==> config.mk <==
export PLATFORM = sky130hd
export DESIGN_NAME = fetch_inst_queue
export DESIGN_NICKNAME = d
export VERILOG_FILES = /design/src/rtl/fetch_inst_queue.sv
export SDC_FILE = /design/constraint.sdc
export NUM_CORES = 1
export LEC_CHECK = 0
export CAP_MARGIN = 20
export CORE_UTILIZATION = 30
export CTS_CLUSTER_DIAMETER = 150
export DETAILED_ROUTE_END_ITERATION = 7
export HOLD_SLACK_MARGIN = 0.05
export PLACE_DENSITY_LB_ADDON = 0.25
export RECOVER_POWER = 100
export SLEW_MARGIN = 20
export SYNTH_ARGS = -nofsm -noshare
export SYNTH_HDL_FRONTEND = slang
export SYNTH_SLANG_ARGS = --single-unit
export TNS_END_PERCENT = 1
==> constraint.sdc <==
create_clock -name clock -period 3.1 [get_ports clock]
set_input_delay 0.775 -clock clock [delete_from_list [all_inputs] [get_ports clock]]
set_output_delay 0.775 -clock clock [all_outputs]
set_load 0.01 [all_outputs]
==> src/rtl/fetch_inst_queue.sv <==
// fetch_inst_queue: in-order instruction buffer between fetch and decode with stall, flush and overflow
module fetch_inst_queue #(
  parameter int CORE         = 0,
  parameter int DATA_WIDTH   = 32,
  parameter int ADDRESS_BITS = 20,
  parameter int DEPTH        = 4
) (
  input  logic                    clock,
  input  logic                    reset,
  input  logic                    flush,
  input  logic                    in_valid,
  input  logic [DATA_WIDTH-1:0]   in_instruction,
  input  logic [ADDRESS_BITS-1:0] in_pc,
  output logic                    fetch_stall,
  output logic                    out_valid,
  output logic [DATA_WIDTH-1:0]   out_instruction,
  output logic [ADDRESS_BITS-1:0] out_pc,
  input  logic                    out_ready,
  output logic                    overflow,
  input  logic                    report
);
  localparam int PW = $clog2(DEPTH);
  localparam int CW = $clog2(DEPTH + 1);
  logic [DATA_WIDTH-1:0]   r_instr [DEPTH];
  logic [ADDRESS_BITS-1:0] r_pc    [DEPTH];
  logic [PW-1:0]           r_wr, r_rd;
  logic [CW-1:0]           r_count;
  logic                    r_squash, r_overflow;
  logic                    w_pop, w_push, w_full, w_drop;
  assign w_full          = r_count == CW'(DEPTH);
  assign w_pop           = out_valid & out_ready & ~flush;
  assign w_push          = in_valid & ~r_squash & ~flush & (~w_full | w_pop);
  assign w_drop          = in_valid & ~r_squash & ~flush & w_full & ~w_pop;
  assign out_valid       = r_count != '0;
  assign out_instruction = out_valid ? r_instr[r_rd] : '0;
  assign out_pc          = out_valid ? r_pc[r_rd] : '0;
  assign fetch_stall     = r_count >= CW'(DEPTH - 1);
  assign overflow        = r_overflow;
  // storage write; entries need no reset because count gates visibility
  always_ff @(posedge clock) begin
    if (w_push) begin
      r_instr[r_wr] <= in_instruction;
      r_pc[r_wr]    <= in_pc;
    end
  end
  // pointers, occupancy, post-redirect squash window and sticky overflow
  always_ff @(posedge clock) begin
    if (reset) begin
      r_wr       <= '0;
      r_rd       <= '0;
      r_count    <= '0;
      r_squash   <= 1'b0;
      r_overflow <= 1'b0;
    end else begin
      r_squash <= flush;
      if (flush) begin
        r_wr    <= '0;
        r_rd    <= '0;
        r_count <= '0;
      end else begin
        if (w_push) r_wr <= r_wr + PW'(1);
        if (w_pop) r_rd <= r_rd + PW'(1);
        r_count <= r_count + CW'(w_push) - CW'(w_pop);
      end
      if (w_drop) r_overflow <= 1'b1;
    end
  end
`ifndef SYNTHESIS
  logic [31:0] r_cycle;
  // simulation-only state dump for debug
  always_ff @(posedge clock) begin
    r_cycle <= reset ? '0 : r_cycle + 32'd1;
    if (report)
      $display("Core %0d fetch queue: cycle=%0d count=%0d wr=%0d rd=%0d squash=%0b head=%h@%h stall=%0b overflow=%0b",
               CORE, r_cycle, r_count, r_wr, r_rd, r_squash, out_instruction, out_pc, fetch_stall, r_overflow);
  end
`endif
endmodule
**Word level (Yosys, flattened, before mapping)**

Memory sizes are Yosys's and may differ from the RTL's. A register that Yosys moved wholly into a read port is not among the register bits.
Index checks and enable logic that the tools add are counted.

- Bits in registers: 9
- Memory bits (writable): 208
- Input port bits: 58
- Output and inout bits: 55
- Memories kept: 2

- $add $sub $neg: 4
- Magnitude comparators: 1
- Equality and inequality tests: 1
- Multiplexer cells: 8
- Bitwise operators: 12
- Reduce and logical (&&, ||, !) cells: 2

Memories:

| name | depth | width | rd ports | clocked after Yosys merged registers in | write ports | line | text |
|---|---|---|---|---|---|---|---|
| r_instr | 4 | 32 | 1 | 1 | 1 | 24 | `logic [DATA_WIDTH-1:0] r_instr [DEPTH];` |
| r_pc | 4 | 20 | 1 | 1 | 1 | 25 | `logic [ADDRESS_BITS-1:0] r_pc [DEPTH];` |

Operators with widths:

| cell | count |
|---|---|
| two-way mux 32 bit | 1 |
| two-way mux 20 bit | 1 |
| two-way mux 2 bit | 4 |
| AND 1 bit | 7 |
| adder 2 x 1 -> 2 bit, second input constant | 2 |
| NOT 1 bit | 4 |
| adder 3 x 1 -> 3 bit | 1 |
| == test 3 bit, second input constant | 1 |
| >= comparator 3 x 2 -> 1 bit, second input constant | 1 |
| nonzero test 3 bit | 1 |
| subtractor 3 x 1 -> 3 bit | 1 |
| two-way mux 1 bit | 2 |
| OR reduction 2 bit | 1 |
| OR 1 bit | 1 |

**Depth between registers and ports, before layout**

Gate-level depths: netlist of run 1.

- Word-level depth: 7
- Gate-level depth with buffers: 10

**Worst setup path before layout of run 1**

Ideal clock, no wire load.

- Kind: input-to-reg
- Start point: input port flush
- End point: memory r_instr[0][0] (enable)
- Setup time: 0.415 ns
- Arrival time: 2.716 ns
- Setup slack: -0.032 ns
- Cell stages on the path: 3
- Cells stage by stage: buf_2 > nor3b_1 > and3_1

- Word-level cells in the longest chain between the ends: 6
- Elaborated cells between the ends (all ways): 7
- Those cells by class: mux: 2; bitwise: 5

Ends and longest elaborated chain:

| element | line | text |
|---|---|---|
| start: declaration | 10 | `input logic flush,` |
| NOT 1 bit * | 31, 32 |  |
| AND 1 bit | 31 | `assign w_pop = out_valid & out_ready & ~flush;` |
| OR 1 bit | 32 | `assign w_push = in_valid & ~r_squash & ~flush & (~w_full \| w_pop);` |
| AND 1 bit * | 32 |  |
| two-way mux 1 bit * | 41 | `if (w_push) begin` |
| two-way mux 1 bit (not written as such) * | 42 | `r_instr[r_wr] <= in_instruction;` |
| end: declaration | 24 |  |

Mark *: on every way between the ends. The rest lies on a longest branch, timed or not.

==> flow_summary.yaml, run 1 <==
global_routing:
  grt_pass1_wl_um: 26300
  antenna_found_initial: 2
  grt_max_degree: 34
  gr-usage-all-layers_pct: 12.2
  grt_remaining_overflow: 0
  grt_pass1_vias: 4591
drt:
  firstDrtPassIters: 4
  remaining_drc_errors: 0
  route.met3.wl_um: 790
  dr_wl_met2_um: 8520
  vias: 4122
  viasPerCell: 4.45
  ant_nets: 0
  wire_per_inst_um: 18.4
  drt_iter0_drc: 234
  top_layer: "met4"
  wirelength_um: 17000
  m1WireLength_um: 7240
synthesis:
  synthTopCellsByCount: "edfxtp_1, nor2b_1, mux4_2"
  synth_edf_count: 208
  synth.cell_area_mm2: 0.00843
  synth_top_area_share_pct: 74.1
  yosysSeqAreaShare_pct: 76.7
  postSynthAreaPerCell_um2: 21.6
  syn-instance-count: 391
  async_flop_share_pct: 0
  ys_ff_latch: 219
  synthFlopType: "edfxtp_1"
  synthTopCellsByArea: "edfxtp_1, mux4_2, nor2b_1"
  yosysTopAreaCell: "edfxtp_1"
  yosysWarningCount: 0
  synth_nets: 457
  yosysMostFrequentCell: "edfxtp_1"
  synth_cell_types: 29
finish:
  nets: 598
  drive_gt1_share_pct: 19.6
  fill_cells: 2529
  area_growth_pct: 28.9
  stdcell_count: 927
  postLayoutCoreUtil_pct: 39.2
sta:
  slew_headroom_pct: 55.0
  report.final.slew_viol_count: 0
  period_needed_ps: 3010
  max_freq_mhz: 332
  finalSetupTns_ps: 0
  rsz0062_at_grt: "no"
  fin_crit_sh_pct: 97.1
  clock_skew_ps: 4.32
  hold_viol_final: 0
  tightest_slew_ps: 675
  setup_viol: 0
cts:
  ctsHoldBuffers: 0
  cts.path.max_buffers: 3
  path_clk_slew_ps: 60
  cts_tree: "done"
  clock_sinks: 219
  clock-root-buffer: "clkbuf_16"
  clock_latency_ps: 500
  cts_inserted_buffers: 25
  htree_levels: 1
power_and_ir_drop:
  powerDensity_mw_per_mm2: 579
  vdd.ir_drop.worst_mv: 0.289
  power.leakage_uw: 0.00362
setup_path:
  crit_required_ps: 2320
  cp_data_arrival_time_ps: 2230
  cp_slowest_cell: "mux4_2"
  slowest_delay_ps: 500
  critPathMaxFanout: 10
  crit_path_cell_trace: "buf_16 -> mux4_2 -> nor2b_1 -> clkdlybuf4s50_1"
  worstSetupPathType: "reg2out"
  start_kind: "flip-flop"
  endpoint_kind: "output pin"
floorplan:
  num_rows: 61
  die_w_um: 170
  die_y_um: 170
  start_util_pct: 30.4
  die_area_mm2: 0.0288
  core-area_mm2: 0.0277
  io-pin-count: 113
run:
  maxCapViolations: 0
placement:
  dp.cells: 879
  port_buffers: 111
  dp_hpwl_um: 9770
  place.gp.congestion: 0.726
hold_path:
  hp-class: "reg2reg"
run_status:
  status: "completed"
-- timing repair --
action / in CTS / in global routing
setup buffers: 2 / 0
gates cloned: 2 / 0
pin swaps: 0 / 0
resized for setup: 45 / 2
endpoints found under the setup margin: 34 / 9
endpoints found under the hold margin: 0 / 0
-- sequential cells by signal (all words and copies together), names as in the netlist, named ones only --
register and flops:
r_rd 2, r_pc 80, r_squash 1, overflow 1
r_instr 128, r_wr 2, r_count 3
-- critical path: cells and delay by family (launching register included) --
family,cells,cell delay (ps)
muxes,1,500
buffers and inverters,2,660
DFF,1,420
and+or+nand+nor,1,140
-- power breakdown --
group / internal [uW] / switching [uW]
sequential: 3280 / 10.8
clock: 1630 / 1090
combinational: 145 / 135
total: 5060 / 1240
-- path summary, 6_finish.rpt --
kind	from	cells past startpoint	slack, ps	endpoint
worst max register to register	r_squash$_SDFF_PP0_	9	930	r_count[2]$_SDFF_PP0_
worst max-delay path	flip-flop	4	90	out_instruction[12]
worst min register to register	overflow$_SDFFE_PP0P_	2	490	overflow$_SDFFE_PP0P_
worst min-delay path	overflow$_SDFFE_PP0P_	2	490	overflow$_SDFFE_PP0P_
-- per-layer routing --
metal	vias up	track usage, %
met5	-	0
met4	0	3.56
met3	29	2.66
met2	106	20.7
met1	2129	15.6
li1	1858	-
-- cell type report --
class | instances | area (um2) | area share (%)
sequential | 219 | 6470 | 59.5
timing repair buffer | 132 | 1310 | 12.0
multi-input combinational | 146 | 1820 | 16.8
antenna | 2 | 5.00 | 0.0460
inverter | 8 | 30.0 | 0.276
tap | 378 | 473 | 4.35
clock inverter | 12 | 113 | 1.04
clock buffer | 30 | 644 | 5.93
-- metrics by stage --
| step | area (um2) | setup WS [ps] | power [uW] | hold WS, ps |
|---|---|---|---|---|
| after global placement | 10200 | 5.72 | 3660 | 465 |
| after global routing | 10900 | 1.59 | 6510 | 502 |
| after CTS | 11000 | -87.3 | 6410 | 498 |
| final | 10900 | 90.7 | 6300 | 488 |
| after floorplan | 8430 | -30.9 | 3470 | 469 |
| after detailed placement | 10200 | -48.4 | 3670 | 487 |
-- kinds of logic after synthesis --
logic type	Yosys count	share of synthesized area, %
xor gates and xnor gates	3	0.312
AOI/OAI and AO/OA	7	0.519
and+or+nand+nor	76	5.55
adders and majority gates	8	1.28
DFF	219	76.7
muxes	52	13.9
buffers and inverters	26	1.78
-- cells in the final DEF, fill, tap and decap left out, types with 2 or more instances in the layout --
| master | count |
|---|---|
| edfxtp_1 | 208 |
| dlygate4sd3_1 | 56 |
| nor2b_1 | 53 |
| mux4_2 | 52 |
| dlygate4sd2_1 | 43 |
| clkbuf_16 | 25 |
| clkdlybuf4s50_1 | 11 |
| dfxtp_1 | 9 |
| inv_1 | 8 |
| ha_1 | 7 |
| clkbuf_1 | 7 |
| clkinv_1 | 6 |
| nor2_1 | 4 |
| nor3_1 | 4 |
| clkbuf_4 | 4 |
| clkbuf_2 | 4 |
| buf_4 | 4 |
| buf_12 | 4 |
| and3_1 | 3 |
| o21ai_0 | 3 |
| buf_16 | 3 |
| diode_2 | 2 |
| nand2_1 | 2 |
| xor2_1 | 2 |
| dfxtp_4 | 2 |
| clkinv_4 | 2 |
| bufinv_16 | 2 |
(Power assumes the default switching activity.)
==> run 2: changes to the inputs <==
- CTS_CLUSTER_SIZE: unset -> 40
- REMOVE_ABC_BUFFERS: unset -> 1
==> run 2 against run 1 <==
Effect of this change:
- combinational power barely moved
- sequential share of layout area grew 2.8 points
- non-clock buffer count shrank 1
- critical endpoint is now out_instruction[25]
- clock-buffer cell count is 19 lower
- final cell count shrank 3.6%
- clock skew rose by 16 ps
- critical path depth unchanged
- design area is 4.6% lower
- fmax is 0.30% higher
==> flow_summary.yaml, run 2 (synthesized netlist as in run 1, its figures left out) <==
finish:
  area_growth_pct: 23.1
  layout_common_cells: "edfxtp_1, dlygate4sd3_1, nor2b_1, mux4_2, dlygate4sd2_1"
  stdcell_count: 894
  nets: 581
  largest_reg_flops: 128
  regMostFlops: "r_instr"
  drive_gt1_share_pct: 16.3
  layout_commonest_cell: "edfxtp_1"
  postLayoutCoreUtil_pct: 37.5
  top_regs: "r_instr (128), r_pc (80), r_count (3)"
  antenna_cells: 0
setup_path:
  rr_startpoint: "r_squash$_SDFF_PP0_"
  rrSetupSlack_ps: 900
  cp_data_arrival_time_ps: 2230
  critPathBufInv: 2
  r2r_end: "r_count[2]$_SDFF_PP0_"
  crit_family: "buffers and inverters"
  slowest_delay_ps: 500
  ff2ff_path_depth: 9
  crit_path_cell_trace: "buf_4 -> mux4_2 -> nor2b_1 -> clkdlybuf4s50_1"
  start_kind: "flip-flop"
  cp_slowest_cell: "mux4_2"
  crit_required_ps: 2320
  worstSetupPathType: "reg2out"
  critPathMaxFanout: 5
  endpoint_kind: "output pin"
floorplan:
  io-pin-count: 113
  die_area_mm2: 0.0288
  die_w_um: 170
  num_rows: 61
  core-area_mm2: 0.0277
  start_util_pct: 30.4
  die_y_um: 170
sta:
  rsz0062_at_grt: "no"
  tightest_slew_ps: 867
  clock_skew_ps: 19.9
  finalSetupTns_ps: 0
  max_freq_mhz: 333
  slew_headroom_pct: 42.2
  hold_viol_final: 0
  report.final.slew_viol_count: 0
  whs_ps: 517
  setup_viol: 0
  fin_crit_sh_pct: 96.8
  period_needed_ps: 3000
placement:
  dp_hpwl_um: 9170
  place.gp.congestion: 0.669
  port_buffers: 111
  dp.cells: 875
cts:
  clock_sinks: 219
  path_clk_slew_ps: 130
  ctsHoldBuffers: 0
  clock-root-buffer: "clkbuf_16"
  cts.path.max_buffers: 3
  clock_latency_ps: 470
  cts_inserted_buffers: 9
  htree_levels: 1
  cts_tree: "done"
global_routing:
  grt_pass1_vias: 4453
  grt_pass1_wl_um: 25000
  gr-usage-all-layers_pct: 11.6
  grt_max_degree: 53
  antenna_found_initial: 2
  grt_remaining_overflow: 0
drt:
  dr_wl_met2_um: 8040
  firstDrtPassIters: 4
  wirelength_um: 16300
  route.met3.wl_um: 673
  m1WireLength_um: 7260
  ant_nets: 0
  top_layer: "met5"
  drt_iter0_drc: 227
  wire_per_inst_um: 18.2
  remaining_drc_errors: 0
  vias: 4035
  viasPerCell: 4.51
power_and_ir_drop:
  power_frac_seq_pct: 66.3
  power.leakage_uw: 0.00341
  p_comb_share_pct: 5.7
  p_sw_share_pct: 19.7
  p_sw_uw: 973
  powerDensity_mw_per_mm2: 477
  vdd.ir_drop.worst_mv: 0.274
  power.share.clock_pct: 28.0
  internal_power_uw: 3980
  totalPowerFinal_uw: 4950
hold_path:
  hold_depth: 2
  worstHoldStart: "overflow$_SDFFE_PP0P_"
  hp-class: "reg2reg"
  whs_endpoint: "overflow$_SDFFE_PP0P_"
run_status:
  status: "completed"
run:
  maxCapViolations: 0
run 2: cell count changes in the layout (fill, tap and decap cells not counted), sizes merged, moves of 2 or more:
cell,delta
buf,+6
bufinv,-2
clkbuf,-25
diode,-2
clkdlybuf4s25,+4
clkdlybuf4s50,-7
clkinv,-8
run 2: worst max-delay path by stage:
stage | from | endpoint | slack (ps) | cells after the start
2_1_floorplan | flip-flop | out_instruction[0] | -730 | 2
4_1_cts | flip-flop | out_instruction[5] | 4 | 4
5_1_grt | flip-flop | out_instruction[25] | 20 | 4
3_3_place_gp | in_valid | r_count[2]$_SDFF_PP0_ | -20 | 10
6_report | flip-flop | out_instruction[25] | 100 | 4
3_5_place_dp | in_valid | r_count[2]$_SDFF_PP0_ | -70 | 10
run 2: through the flow:
step	cell area, um2	setup slack (ps)
3_5_place_dp	10100	-67.0
5_1_grt	10400	21.3
2_1_floorplan	8310	-728
6_report	10400	99.7
4_1_cts	10500	4.30
3_3_place_gp	10100	-19.9
run 2: final cells by class:
cell class                      instances  area (um2)
Tap cell                              378         473
Inverter                                8        30.0
Timing Repair Buffer                  131        1320
Clock inverter                          1        30.0
Clock buffer                           11         233
Sequential cell                       219        6470
Multi-Input combinational cell        146        1820
Fill cell                            2561       17300
run 2: power by group through the flow:
stage               combinational (uW)  sequential (uW)  clock (uW)
global placement                   310             3350           0
detailed placement                 317             3350           0
CTS                                310             3280        1450
floorplan                          110             3360           0
finish                             281             3280        1390
global route                       308             3290        1530
run 2: layer usage:
| metal | vias to the layer above | track usage, % |
|---|---|---|
| met2 | 85 | 20.1 |
| met1 | 2126 | 15.0 |
| li1 | 1798 | - |
| met3 | 22 | 1.98 |
| met4 | 4 | 2.86 |
| met5 | - | 0 |
run 2: timing repair:
item | in CTS | in global routing
cloned | 2 | 0
gates resized for setup | 48 | 8
setup endpoints to repair | 46 | 8
setup buffers | 5 | 0
run 2: worst register-to-register path, stage by stage, from the launching register on:
cell     delay, ps
dfxtp_1        320
or3b_2         460
nor2_1         150
inv_1           60
ha_1           270
inv_1           40
ha_1           190
fa_1           390
xnor2_1        140
nor3_1         140
